==> config.mk <==
export PLATFORM = sky130hd
export DESIGN_NAME = wb_arb_ctrl
export DESIGN_NICKNAME = d
export VERILOG_FILES = /design/src/rtl/wb_arb_pkg.sv /design/src/rtl/wb_arb_rr_pick.sv /design/src/rtl/wb_arb_ctrl.sv
export SDC_FILE = /design/constraint.sdc
export NUM_CORES = 1
export LEC_CHECK = 0
export BUFFER_PORTS_ARGS = -buffer_cell sky130_fd_sc_hd__buf_2
export CAP_MARGIN = 10
export CORE_MARGIN = 2
export CORE_UTILIZATION = 30
export CTS_BUF_LIST = sky130_fd_sc_hd__clkbuf_2 sky130_fd_sc_hd__clkbuf_4 sky130_fd_sc_hd__clkbuf_8
export CTS_CLUSTER_DIAMETER = 100
export DETAILED_ROUTE_END_ITERATION = 7
export HOLD_SLACK_MARGIN = 0.08
export PLACE_DENSITY = 0.53
export SLEW_MARGIN = 25
export SYNTH_ARGS = -nofsm -noshare
export SYNTH_HDL_FRONTEND = slang
export SYNTH_SLANG_ARGS = --single-unit
==> constraint.sdc <==
create_clock -name clk -period 4.5 [get_ports clk]
set_clock_uncertainty 0.05 [all_clocks]
set_input_delay 0.225 -clock clk [delete_from_list [all_inputs] [get_ports clk]]
set_output_delay 0.225 -clock clk [all_outputs]
set_load 0.1 [all_outputs]
==> src/rtl/wb_arb_pkg.sv <==
// Shared types and constants for the Wishbone round-robin arbiter.
// Holds the controller state encoding and the expiry-counter width.
package wb_arb_pkg;

  typedef enum logic [1:0] {
    IDLE,
    OWN,
    TMO
  } arb_state_e;

  localparam int TMO_CNT_W = 8;

endpackage : wb_arb_pkg

==> src/rtl/wb_arb_rr_pick.sv <==
// Combinational round-robin selector: first requester scanning upward
// from (last+1) mod N with wrap-around.
module wb_arb_rr_pick #(
  parameter  int N  = 8,
  localparam int IW = $clog2(N)
) (
  input  logic [N-1:0]  reqs,
  input  logic [IW-1:0] last,
  output logic          valid,
  output logic [N-1:0]  onehot,
  output logic [IW-1:0] idx
);

  logic [IW-1:0] cand;

  always_comb begin
    // NOTE: every output gets a default first so no latch is inferred.
    valid  = 1'b0;
    onehot = '0;
    idx    = '0;
    cand   = '0;
    // Scan farthest-first so the nearest requester overwrites and wins.
    for (int off = N; off >= 1; off--) begin
      cand = IW'((int'(last) + off) % N);
      if (reqs[cand]) begin
        valid        = 1'b1;
        onehot       = '0;
        onehot[cand] = 1'b1;
        idx          = cand;
      end
    end
  end

endmodule : wb_arb_rr_pick

==> src/rtl/wb_arb_ctrl.sv <==
// Wishbone bus arbiter: round-robin grant, owner-held ownership, and a
// response watchdog that forces release with a one-cycle error pulse.
module wb_arb_ctrl
  import wb_arb_pkg::*;
#(
  parameter  int NUM_MASTERS = 8,
  parameter  int TIMEOUT     = 255,
  localparam int IW          = $clog2(NUM_MASTERS),
  localparam int WDW         = (TIMEOUT > 0) ? $clog2(TIMEOUT + 1) : 1
) (
  input  logic                   clk,
  input  logic                   rst,
  input  logic [NUM_MASTERS-1:0] m_cyc,
  input  logic                   s_ack,
  input  logic                   s_err,
  input  logic                   s_rty,
  output logic [NUM_MASTERS-1:0] gnt,
  output logic [IW-1:0]          gnt_idx,
  output logic                   busy,
  output logic                   tmo_err,
  output logic [TMO_CNT_W-1:0]   tmo_cnt
);

  localparam logic [WDW-1:0] WD_LIMIT = WDW'(TIMEOUT);

  arb_state_e             state;
  logic [WDW-1:0]         wdog;
  logic                   armed;
  logic                   pick_valid;
  logic [NUM_MASTERS-1:0] pick_onehot;
  logic [IW-1:0]          pick_idx;
  logic                   responded;
  logic                   owner_req;
  logic                   expire;

  wb_arb_rr_pick #(
    .N (NUM_MASTERS)
  ) u_pick (
    .reqs   (m_cyc),
    .last   (gnt_idx),
    .valid  (pick_valid),
    .onehot (pick_onehot),
    .idx    (pick_idx)
  );

  assign responded = s_ack | s_err | s_rty;
  assign owner_req = m_cyc[gnt_idx];
  assign expire    = (TIMEOUT != 0) && (wdog == WD_LIMIT);

  // NOTE: all registers update with <= so every branch sees pre-edge values.
  always_ff @(posedge clk or posedge rst) begin
    if (rst) begin
      state   <= IDLE;
      gnt     <= '0;
      gnt_idx <= IW'(NUM_MASTERS - 1);
      busy    <= 1'b0;
      tmo_err <= 1'b0;
      tmo_cnt <= '0;
      wdog    <= '0;
      armed   <= 1'b0;
    end else begin
      // armed holds off granting on the first edge after reset release.
      armed   <= 1'b1;
      tmo_err <= 1'b0;
      case (state)
        IDLE: begin
          if (armed && pick_valid) begin
            gnt     <= pick_onehot;
            gnt_idx <= pick_idx;
            busy    <= 1'b1;
            wdog    <= '0;
            state   <= OWN;
          end
        end
        OWN: begin
          // Owner release beats expiry; a response beats expiry.
          if (!owner_req) begin
            gnt   <= '0;
            busy  <= 1'b0;
            state <= IDLE;
          end else if (responded) begin
            wdog <= '0;
          end else if (expire) begin
            tmo_err <= 1'b1;
            state   <= TMO;
            if (tmo_cnt != '1) tmo_cnt <= tmo_cnt + TMO_CNT_W'(1);
          end else if (wdog != '1) begin
            wdog <= wdog + WDW'(1);
          end
        end
        TMO: begin
          gnt   <= '0;
          busy  <= 1'b0;
          state <= IDLE;
        end
        default: begin
          gnt   <= '0;
          busy  <= 1'b0;
          state <= IDLE;
        end
      endcase
    end
  end

endmodule : wb_arb_ctrl

== Word-level counts from Yosys, hierarchy flattened ==
Index checks and enable logic that the tools add are counted.
Operators by class
  add/sub/neg operators: 10
  multipliers: 0
  div/mod/pow operators: 0
  $lt $le $gt $ge: 17
  equality and inequality tests: 11
  shift operators: 0
  muxes and demuxes: 79
  bitwise operators: 3
  reduce and logical (&&, ||, !) cells: 16
Operator list (number)
  8-bit 2-to-1 mux: 15
  3-bit by 4-bit less-than comparator with 1-bit output, second input constant: 9
  8-bit case mux with 2 select lines: 2
  1-bit 2-to-1 mux: 31
  1-bit binary-select mux with 3-bit select: 9
  1-bit demux with 3-bit select: 8
  3-bit by 1-bit greater-or-equal comparator with 1-bit output, second input constant: 8
  3-bit 2-to-1 mux: 8
  8-bit by 1-bit adder with 8-bit output, second input constant: 2
  8-bit inequality test, second input constant: 2
  3-bit adder, second input constant: 4
  3-bit inequality test, second input constant: 4
  5-bit AND reduction: 2
  1-bit logical AND: 9
  8-bit == test, second input constant: 1
  2-bit 2-to-1 mux: 4
  3-bit by 1-bit adder with 3-bit output, second input constant: 2
  3-bit by 2-bit adder with 3-bit output, second input constant: 2
  2-bit inequality test, second input constant: 3
  2-bit case mux with 2 select lines: 1
  2-bit AND reduction: 2
  3-bit AND reduction: 1
  2-bit by 1-bit == test with 1-bit output, second input constant: 1
  2-bit zero test: 1
  other kinds (4): 5
Storage, ports and cells
  bits in registers: 32
  latch bits: 0
  RAM bits: 0
  bits in read-only memories: 0
  input port bits: 13
  output and inout bits: 21
  logic and storage cells: 144
  memories: 0

== Depth between registers and ports, before layout ==
Gate-level depths: netlist (run 1).
  depth in word-level cells: 15
  mapped depth: 15
  gate-level depth less buffers: 9

== By module ==
A second synthesis (run 1) with hierarchy kept.
Second synthesis, totals
  cell total of the unflattened synthesis: 348
  area total of the unflattened synthesis: 3079.2 µm²
Modules (own cells, without submodules)
  wb_arb_ctrl: instances 1, cells an instance 142, area an instance 1584.0 µm², sequential area each 804.5 µm²
  wb_arb_rr_pick: instances 1, cells an instance 206, area an instance 1495.2 µm², sequential area each 0.0 µm²

== Worst setup path before layout (run 1) ==
No wires, ideal clock.
  kind: reg-to-reg
  start: reg gnt_idx[0]
  end: reg gnt[6]
  setup time: 0.126 ns
  arrival time: 3.808 ns
  data required time: 4.324 ns
  slack: 0.516 ns
  cell stages (with the launch flop): 14
  buffers on the path: 5
  period minus slack after synthesis: 3.984 ns
  cells stage by stage: dfstp_2 > buf_6 > clkinv_1 > buf_1 > ha_1 > buf_2 > buf_2 > mux2_2 > a221oi_2 > nand4_2 > and2_1 > buf_2 > and4_1 > a221o_1
On the way
  cells in the longest elaborated chain, start to end: 15
  elaborated cells on any way between the ends: 88
  those cells by class: 8 x add/sub; 16 x order compare; 2 x eq/ne; 52 x mux; 10 x reduce/logical
RTL lines
  start, declared: RTL line wb_arb_ctrl.sv:18  | output logic [IW-1:0] gnt_idx,
  start signal, assigned: RTL line wb_arb_ctrl.sv:55  | gnt_idx <= IW'(NUM_MASTERS - 1);
  start signal, assigned: RTL line wb_arb_ctrl.sv:69  | gnt_idx <= pick_idx;
  3-bit by 1-bit adder with 3-bit output: RTL line wb_arb_rr_pick.sv:24  | cand = IW'((int'(last) + off) % N);
  3-bit by 4-bit less-than comparator with 1-bit output (implied by the code) / 3-bit by 1-bit greater-or-equal comparator with 1-bit output (equally long branches): RTL line wb_arb_rr_pick.sv:28  | onehot[cand] = 1'b1;
  1-bit logical AND (implied by the code): RTL line wb_arb_rr_pick.sv:28
  1-bit 2-to-1 mux (implied by the code): RTL line wb_arb_rr_pick.sv:28
  1-bit demux with 3-bit select
  8-bit 2-to-1 mux (8 in series): RTL line wb_arb_rr_pick.sv:25  | if (reqs[cand]) begin
  8-bit 2-to-1 mux: RTL line wb_arb_ctrl.sv:67  | if (armed && pick_valid) begin
  8-bit case mux with 2 select lines: RTL line wb_arb_ctrl.sv:65  | case (state)
  end signal, assigned: RTL line wb_arb_ctrl.sv:68  | gnt <= pick_onehot;
  end, declared: RTL line wb_arb_ctrl.sv:17  | output logic [NUM_MASTERS-1:0] gnt,
Parallel ways exist; a longest one is shown, timed or not. The select of a mux whose other input is x is not followed.
A chain may end at the register's enable or synchronous reset.

== Final worst setup path (run 1) ==
  start: reg gnt_idx[0]
  end: reg gnt_idx[0]
On the way
  cells in the longest elaborated chain, start to end: 13
  elaborated cells on any way between the ends: 42
  those cells by class: 8 x add/sub; 32 x mux; 2 x reduce/logical
RTL lines (RTL line)
  3-bit by 1-bit adder with 3-bit output: wb_arb_rr_pick.sv:24
  1-bit binary-select mux with 3-bit select: wb_arb_rr_pick.sv:25
  1-bit 2-to-1 mux (implied by the code): wb_arb_rr_pick.sv:25
  1-bit 2-to-1 mux (8 in series): wb_arb_rr_pick.sv:25
  1-bit logical AND: wb_arb_ctrl.sv:67
  2-bit AND reduction (no source line)
Parallel ways exist; a longest one is shown, timed or not. The select of a mux whose other input is x is not followed.

==> summary.md, run 1 <==
| Metric | Value |
|---|---|
| Final HPWL DP | 6800 um |
| Setup violators final | 0 |
| Largest net degree at the start of global routing | 41 |
| Die X | 107 um |
| # hold bufs at CTS | 1 |
| DR pass1 iterations | 5 |
| Routed len/inst | 17.8 um |
| CTS tree | yes |
| Relative slew slack | 54.9% |
| Share of cells above drive strength 1 | 22.4% |
| Worst-Skew Late Latency | 0.28 ns |
| 1st-iter DRT viols | 229 |
| Status | finished, final reports clean |
| Max Root-Sink Buffers | 2 |
| Netlist cell types | 59 |
| Die height | 107 um |
| Setup_tns | 0 ns |
| Initial Util | 31.0% |
| # IOs | 34 |
| Post-layout nets | 409 |
| Worst Setup Start Kind | flip-flop |
| Hold Violations, Final | 0 |
| Site row count | 37 |
| Crit-path max FO | 14 |
| CP endpoint kind | flip-flop |
| Htree depth | 2 |
| Worst EP arrival | 3.96 ns |
| #FFs+latches synth | 32 |
| Hold crit path type | primary input to flip-flop |
| CTS Buf Count | 5 |
| Post-synth EDFFs | 0 |
| Post-CTS setup buffers | 0 |
| Die ar. | 0.0116 sq mm |
| PnR worst setup slack | 0.693 ns |
| Total Wirelength | 9340 um |
| Minimum clock period | 3.81 ns |
| Clock Sink Count | 32 |
| Initial antenna violation count | 0 |
| Setup CP Type | flip-flop to flip-flop |
| Syn avg cell area | 8.66 sq um |
| Vias | 3047 |
| Slew Limit Fails | 0 |
| Worst Path Required | 4.65 ns |
| Vias/cell | 5.80 |
| GPL Wtd Cong | 0.955 |
| Syn-to-layout area delta | 11.8% |
| Routed Antenna Nets | 0 |
| Unrepaired setup endpoints after global routing | no |
| GRT Resource Usage Total | 16.5% |
| Max Cap Viol | 0 |
| Vias in the first global route | 2858 |
| Asr flop ratio synth | 100% |
| Core ar. | 0.0104 sq mm |
| Synth Net Count | 392 |
| Fmax | 263 MHz |
| Gate count of the mapped netlist | 371 |
| Post-Place Worst Slack | 0.733 ns |
| Seq/Total Area, Yosys | 25.0% |
| Clock transition at the registers of the reported paths | 0.07 ns |
| Total congestion overflow | 0 |
| Global-route wire length before repair | 15200 um |
| Synthesized area | 0.00321 sq mm |
| Synth warn | 0 |
| Post-CTS sizing | 0 |
| Period Utilization, post-route | 84.6% |
| Root buf cell | clkbuf_8 |
| I/O Buffers | 33 |
| Core Util, Final | 34.6% |
| Actual slew at the worst max-slew pin | 0.673 ns |
| DRC Markers | 0 |
| Most used DFF post-synth | dfrtp_1 |
| Antenna cells | 0 |
==> routing by layer <==
metal  part of all wire (%)  GRT usage [%]  routed length, um  vias to the layer above
li1                       -              -                  -                     1423
met1                     47           24.2               4350                     1493
met2                     45           24.9               4200                      115
met3                    6.2           3.03                576                       16
met4                    2.3           4.58                216                        0
met5                      0              0                  0                        -
==> placed cells by master, fill, tap and decap left out, types with 8 or more instances in the layout <==
cell type	netlist	final
nand3_1	19	19
nor3_1	11	11
dfrtp_1	29	29
nand2_1	40	40
mux2i_1	11	11
o21ai_0	31	31
xnor2_1	8	8
mux4_2	17	17
buf_2	9	33
ha_1	8	8
a21oi_1	22	22
nand2b_1	9	9
nor2_1	20	20
and2_1	8	8
mux2_2	9	9
buf_4	1	9
==> cell usage after synthesis (11+ instances only) <==
master / instances / area, sq um
nand2_1: 40 / 150
o21ai_0: 31 / 155
dfrtp_1: 29 / 726
a21oi_1: 22 / 110
nor2_1: 20 / 75.1
nand3_1: 19 / 95.1
clkbuf_1: 18 / 67.6
mux4_2: 17 / 383
mux2i_1: 11 / 110
nor3_1: 11 / 55.1
==> critical path, cell delays in order, from the launching register on <==
cell,delay (ns)
dfstp_2,0.53
clkinv_1,0.05
buf_4,0.19
ha_1,0.52
buf_4,0.27
mux2i_1,0.16
mux4_2,0.54
nand4_2,0.17
and2_1,0.42
a21boi_1,0.40
o21ai_0,0.23
xnor2_1,0.19
==> cell families after synthesis <==
| group | Yosys count | share of synthesized area (%) |
|---|---|---|
| other cells | 1 | 0.117 |
| fa+ha+maj | 8 | 3.12 |
| flops | 32 | 25.0 |
| xor+xnor | 12 | 3.51 |
| simple gates | 136 | 21.7 |
| mux | 38 | 19.2 |
| buf+inv | 41 | 5.49 |
| compound gates | 103 | 21.8 |
==> per-stage QoR <==
step                std cells  instance area [sq um]  hold WS (ns)
finish                    525                   3590         0.292
detailed placement        516                   3470         0.300
CTS                       525                   3590         0.291
global route              525                   3590         0.308
floorplan                 371                   3210         0.289
global placement          516                   3470         0.285
==> final cells by class <==
class / count / area (sq um)
fillers: 1096 / 6780
multi-input cells: 298 / 2230
flip-flops and latches: 32 / 805
repair buffers: 43 / 243
well taps: 136 / 170
clock buffers: 6 / 76.3
clock inverters: 2 / 35.0
inverters: 8 / 30.0
==> worst paths after layout <==
check,from,endpoint,slack [ns],cells past startpoint
worst max-delay path,gnt_idx[0],gnt_idx[0],0.69,11
worst min-delay path,s_rty,state[1],0.29,5
worst max register to register,gnt_idx[0],gnt_idx[0],0.69,11
worst min register to register,busy,busy,0.43,1
max in group asynchronous,rst,gnt_idx[1],3.53,4
min in group asynchronous,rst,tmo_cnt[0],0.53,4
==> state kept, by name, indices dropped and copies added, names as in the netlist <==
name,flops
gnt,8
armed,1
state,2
busy,1
tmo_cnt,8
tmo_err,1
wdog,8
gnt_idx,3
Power of run 1 is left out: the tool's default activity adds up to more than one toggle a clock period on the data nets, which glitch-free logic cannot reach.
==> run 2, diff against run 1 <==
PLACE_DENSITY = 0.55   (was 0.53)
clock period = 3.35 ns   (was 4.5 ns; I/O delays follow)
==> summary.md, run 2 (synthesis results as in run 1) <==
| Metric | Value |
|---|---|
| Period Utilization, post-route | 94.3% (was 84.6%) |
| WP buf/inv | 1 (was 3) |
| Root buf cell | clkbuf_8 (unchanged) |
| Fmax | 317 MHz (was 263 MHz) |
| Max Root-Sink Buffers | 2 (unchanged) |
| Relative slew slack | 66.4% (was 54.9%) |
| Clock transition at the registers of the reported paths | 0.07 ns (about the same) |
| Vias in the first global route | 2947 (was 2858) |
| CTS tree | yes (unchanged) |
| Critical Path, Cell by Cell | inv_1 > ha_1 > mux4_2 > mux2_4 > nor3_1 > o21ai_0 > and4_1 > a221o_1 (was clkinv_1 > buf_4 > ha_1 > buf_4 > mux2i_1 > mux4_2 > nand4_2 > and2_1 > a21boi_1 > o21ai_0 > xnor2_1) |
| Largest stage delay on the critical path | 0.61 ns (was 0.54 ns) |
| Crit path max-delay family | multiplexers (unchanged) |
| Top flop regs | gnt: 8 flops, tmo_cnt: 8 flops, wdog: 8 flops (unchanged) |
| Die height | 107 um (unchanged) |
| Hold crit path type | primary input to flip-flop (unchanged) |
| Global-route wire length before repair | 16000 um (was 15200 um) |
| Htree depth | 2 (unchanged) |
| R2r endpoint | gnt[6] (was gnt_idx[0]) |
| Commonest cells after routing, fill and taps aside | nand2_1 (40), buf_2 (33), o21ai_0 (31) (unchanged) |
| Vias/cell | 5.85 (was 5.80) |
| Routed Antenna Nets | 0 (unchanged) |
| Hold Violations, Final | 0 (unchanged) |
| Post-layout nets | 419 (was 409) |
| 1st-iter DRT viols | 256 (was 229) |
| Unrepaired setup endpoints after global routing | no (unchanged) |
| Cells on Worst Hold Path | 5 (unchanged) |
| Worst Path Required | 3.46 ns (was 4.65 ns) |
| Clock Sink Count | 32 (unchanged) |
| Final HPWL DP | 6990 um (was 6800 um) |
| FF-to-FF Start | gnt_idx[2] (was gnt_idx[0]) |
| Share of cells above drive strength 1 | 25.8% (was 22.4%) |
| Site row count | 37 (unchanged) |
| Worst EP arrival | 3.27 ns (was 3.96 ns) |
| Slowest-stage cell, CP | dfstp_4 (was mux4_2) |
| Core ar. | 0.0104 sq mm (unchanged) |
| Slew Limit Fails | 0 (unchanged) |
| Commonest non-fill, non-tap cell in the layout | nand2_1 (unchanged) |
| Worst Reg2Reg Path Length in Cells | 8 (was 11) |
| # IOs | 34 (unchanged) |
| Largest net degree at the start of global routing | 41 (unchanged) |
| HP Start | s_rty (unchanged) |
| Worst Setup Start Kind | flip-flop (unchanged) |
| R2R Setup Slk | 0.19 ns (was 0.69 ns) |
| Crit-path max FO | 19 (was 14) |
| GRT Resource Usage Total | 17.1% (was 16.5%) |
| Setup CP Type | flip-flop to flip-flop (unchanged) |
| I/O Buffers | 33 (unchanged) |
| Initial Util | 31.0% (unchanged) |
| Max Cap Viol | 0 (unchanged) |
| Minimum clock period | 3.16 ns (was 3.81 ns) |
| CP endpoint kind | flip-flop (unchanged) |
| Actual slew at the worst max-slew pin | 0.504 ns (was 0.673 ns) |
| Syn-to-layout area delta | 16.5% (was 11.8%) |
| Vias | 3131 (was 3047) |
| WHS Endpoint | state[1] (unchanged) |
| Total Wirelength | 9540 um (was 9340 um) |
| GPL Wtd Cong | 0.899 (was 0.955) |
| CTS Buf Count | 5 (unchanged) |
| Antenna cells | 0 (unchanged) |
| Die ar. | 0.0116 sq mm (unchanged) |
| DR pass1 iterations | 5 (unchanged) |
| Die X | 107 um (unchanged) |
| Setup_tns | 0 ns (unchanged) |
| DRC Markers | 0 (unchanged) |
| Routed len/inst | 17.8 um (about the same) |
| Status | finished, final reports clean (unchanged) |
| Setup violators final | 0 (unchanged) |
| Total congestion overflow | 0 (unchanged) |
| Initial antenna violation count | 0 (unchanged) |
| Worst-Skew Late Latency | 0.28 ns (about the same) |
run 2: changes by cell type in the layout (fill, tap and decap cells not counted), moves of 2 or more:
cell	delta
buf_4	+9
dfstp_2	-3
dfstp_4	+3
mux2_2	-2
mux2_4	+2
run 2: timing repair:
action                    4_1_cts  5_1_grt
hold endpoints to repair       29        0
buffers inserted                0        0
resized for setup               0        0
hold buffers                    1        0
run 2: final cells by class:
| class | instances | area (sq um) |
|---|---|---|
| fillers | 1104 | 6630 |
| multi-input cells | 298 | 2270 |
| flip-flops and latches | 32 | 816 |
| repair buffers | 53 | 330 |
| well taps | 136 | 170 |
| clock buffers | 6 | 76.3 |
| inverters | 8 | 42.5 |
| clock inverters | 2 | 35.0 |
run 2: layer usage:
layer	routed length, um	global-route usage, %	part of all wire [%]
met5	0	0	0
met4	204	4.58	2.1
met3	661	2.12	6.9
met2	4230	24.8	44
met1	4450	26.5	47
run 2: through the flow:
| stage | cells | hold slack [ns] | utilization, % | instance area, sq um | setup slack [ns] |
|---|---|---|---|---|---|
| after global routing | 535 | 0.232 | 36.1 | 3740 | 0.00373 |
| final | 535 | 0.225 | 36.1 | 3740 | 0.192 |
| after detailed placement | 526 | 0.226 | 34.9 | 3620 | 0.207 |
| after floorplan | 371 | 0.231 | - | 3360 | -0.0113 |
| after CTS | 535 | 0.218 | 36.1 | 3740 | 0.191 |
| after global placement | 526 | 0.228 | 34.9 | 3620 | 0.216 |
run 2: worst max-delay path by stage:
| stage | start | endpoint | slack, ns | cells past startpoint |
|---|---|---|---|---|
| 2_1_floorplan | gnt_idx[0] | gnt[6] | -0.01 | 13 |
| 3_3_place_gp | gnt_idx[2] | gnt[6] | 0.22 | 8 |
| 3_5_place_dp | gnt_idx[2] | gnt[6] | 0.21 | 8 |
| 4_1_cts | gnt_idx[2] | gnt[6] | 0.19 | 8 |
| 5_1_grt | gnt_idx[2] | gnt[1] | 0.004 | 9 |
| 6_report | gnt_idx[2] | gnt[6] | 0.19 | 8 |
run 2: worst register-to-register path, cell delays in order, from the launching register on:
cell and delay, ns:
dfstp_4 0.61, inv_1 0.11, ha_1 0.51, mux4_2 0.56, mux2_4 0.37, nor3_1 0.19, o21ai_0 0.15, and4_1 0.24
a221o_1 0.26
Power of run 2 is left out for the same reason.
==> run 3, diff against run 2 <==
CORE_ASPECT_RATIO = 0.8   (was default)
==> summary.md, run 3 (synthesis results as in run 1) <==
| Metric | Value |
|---|---|
| Status | finished, final reports clean (unchanged) |
| Post-layout nets | 418 (was 419) |
| Hold Violations, Final | 0 (unchanged) |
| Unrepaired setup endpoints after global routing | no (unchanged) |
| Slew Limit Fails | 0 (unchanged) |
| Worst Path Required | 3.46 ns (about the same) |
| CTS Buf Count | 5 (unchanged) |
| Setup violators final | 0 (unchanged) |
| Minimum clock period | 3.17 ns (was 3.16 ns) |
| WP buf/inv | 2 (was 1) |
| Clock Sink Count | 32 (unchanged) |
| Initial antenna violation count | 0 (unchanged) |
| Total Wirelength | 9750 um (was 9540 um) |
| CTS tree | yes (unchanged) |
| Vias/cell | 5.77 (was 5.85) |
| Top flop regs | gnt: 8 flops, tmo_cnt: 8 flops, wdog: 8 flops (unchanged) |
| Setup CP Type | flip-flop to flip-flop (unchanged) |
| Share of cells above drive strength 1 | 25.6% (was 25.8%) |
| Commonest cells after routing, fill and taps aside | nand2_1 (40), buf_2 (33), o21ai_0 (31) (unchanged) |
| DRC Markers | 0 (unchanged) |
| Final HPWL DP | 7150 um (was 6990 um) |
| Commonest non-fill, non-tap cell in the layout | nand2_1 (unchanged) |
| Worst-Skew Late Latency | 0.28 ns (about the same) |
| Crit-path max FO | 17 (was 19) |
| Fmax | 316 MHz (was 317 MHz) |
| Die ar. | 0.0116 sq mm (about the same) |
| Slowest-stage cell, CP | dfstp_4 (unchanged) |
| Worst Setup Start Kind | flip-flop (unchanged) |
| Final Cell Area | 0.00374 sq mm (about the same) |
| Largest stage delay on the critical path | 0.62 ns (was 0.61 ns) |
| Initial Util | 31.1% (was 31.0%) |
| # IOs | 34 (unchanged) |
| Largest net degree at the start of global routing | 33 (was 41) |
| Vias in the first global route | 2846 (was 2947) |
| Hold crit path type | primary input to flip-flop (unchanged) |
| DR pass1 iterations | 5 (unchanged) |
| Critical path startpoint | gnt_idx[1] (was gnt_idx[2]) |
| Clock transition at the registers of the reported paths | 0.07 ns (about the same) |
| Crit path max-delay family | flip-flops (was multiplexers) |
| Vias | 3105 (was 3131) |
| Worst EP arrival | 3.28 ns (was 3.27 ns) |
| R2r endpoint | gnt[2] (was gnt[6]) |
| Fillers | 1056 (was 1104) |
| CP Capture Point | gnt[2] (was gnt[6]) |
| Die height | 96.6 um (was 107 um) |
| Routed len/inst | 18.1 um (was 17.8 um) |
| Post-DP Area | 0.00361 sq mm (was 0.00362 sq mm) |
| Period Utilization, post-route | 94.5% (was 94.3%) |
| Total congestion overflow | 0 (unchanged) |
| GRT Resource Usage Total | 17.2% (was 17.1%) |
| CP endpoint kind | flip-flop (unchanged) |
| I/O Buffers | 33 (unchanged) |
| Routed Antenna Nets | 0 (unchanged) |
| GPL Wtd Cong | 0.939 (was 0.899) |
| Syn-to-layout area delta | 16.4% (was 16.5%) |
| Most frequent CP cell | buf_4 |
| Max Root-Sink Buffers | 2 (unchanged) |
| Global-route wire length before repair | 15900 um (was 16000 um) |
| Levels on crit path | 9 (was 8) |
| Antenna cells | 0 (unchanged) |
| Root buf cell | clkbuf_8 (unchanged) |
| 1st-iter DRT viols | 267 (was 256) |
| Htree depth | 2 (unchanged) |
| FF-to-FF Start | gnt_idx[1] (was gnt_idx[2]) |
| Critical Path, Cell by Cell | buf_4 > ha_1 > xnor2_4 > mux2i_1 > nand4_1 > buf_4 > o211ai_1 > o2111ai_1 > a32o_1 (was inv_1 > ha_1 > mux4_2 > mux2_4 > nor3_1 > o21ai_0 > and4_1 > a221o_1) |
| Worst Reg2Reg Path Length in Cells | 9 (was 8) |
| Max Cap Viol | 0 (unchanged) |
| R2R Setup Slk | 0.18 ns (was 0.19 ns) |
| Die X | 120 um (was 107 um) |
| Site row count | 33 (was 37) |
| Core ar. | 0.0103 sq mm (was 0.0104 sq mm) |
[run 3: worst min path at each step]
stage | cells after the start | to | from | slack [ns]
6_report | 5 | state[1] | s_rty | 0.23
4_1_cts | 5 | state[1] | s_rty | 0.22
2_1_floorplan | 1 | armed | rst | 0.23
3_5_place_dp | 3 | tmo_cnt[1] | rst | 0.23
5_1_grt | 5 | state[1] | s_rty | 0.27
3_3_place_gp | 3 | tmo_err | rst | 0.22
[run 3: tightest hold or removal path: stages]
cell	delay, ns
buf_2	0.07
nor3_1	0.05
nand3_1	0.07
or2_2	0.12
nor3_1	0.05
[run 3: repair_timing]
action	4_1_cts	5_1_grt
hold buffers	1	0
gates resized for setup	0	1
setup buffers	0	0
endpoints found under the setup margin	0	1
endpoints found under the hold margin	29	0
[run 3: area by class of cell]
type | instances | area [sq um] | share of cell area (%)
inverters | 8 | 42.5 | 1.14
flip-flops and latches | 32 | 816 | 21.8
repair buffers | 52 | 310 | 8.29
well taps | 140 | 175 | 4.68
clock inverters | 3 | 42.5 | 1.14
multi-input cells | 298 | 2290 | 61.1
clock buffers | 5 | 68.8 | 1.84
[run 3: through the flow]
step	setup TNS, ns	utilization (%)	hold slack, ns	std cells	setup slack [ns]
floorplan	-0.0113	-	0.231	371	-0.0113
global placement	0	35.0	0.221	529	0.179
detailed placement	0	35.0	0.229	529	0.166
CTS	0	36.1	0.223	538	0.164
global route	0	36.2	0.271	538	0.0314
finish	0	36.2	0.232	538	0.185
[run 3: layer usage]
metal	routed length [um]	vias to the layer above	GRT usage [%]
met5	0	-	0
met4	113	0	3.33
met3	703	14	3.05
met2	4170	145	25.9
met1	4760	1502	25.9
li1	-	1444	-
Power of run 3 is left out for the same reason.
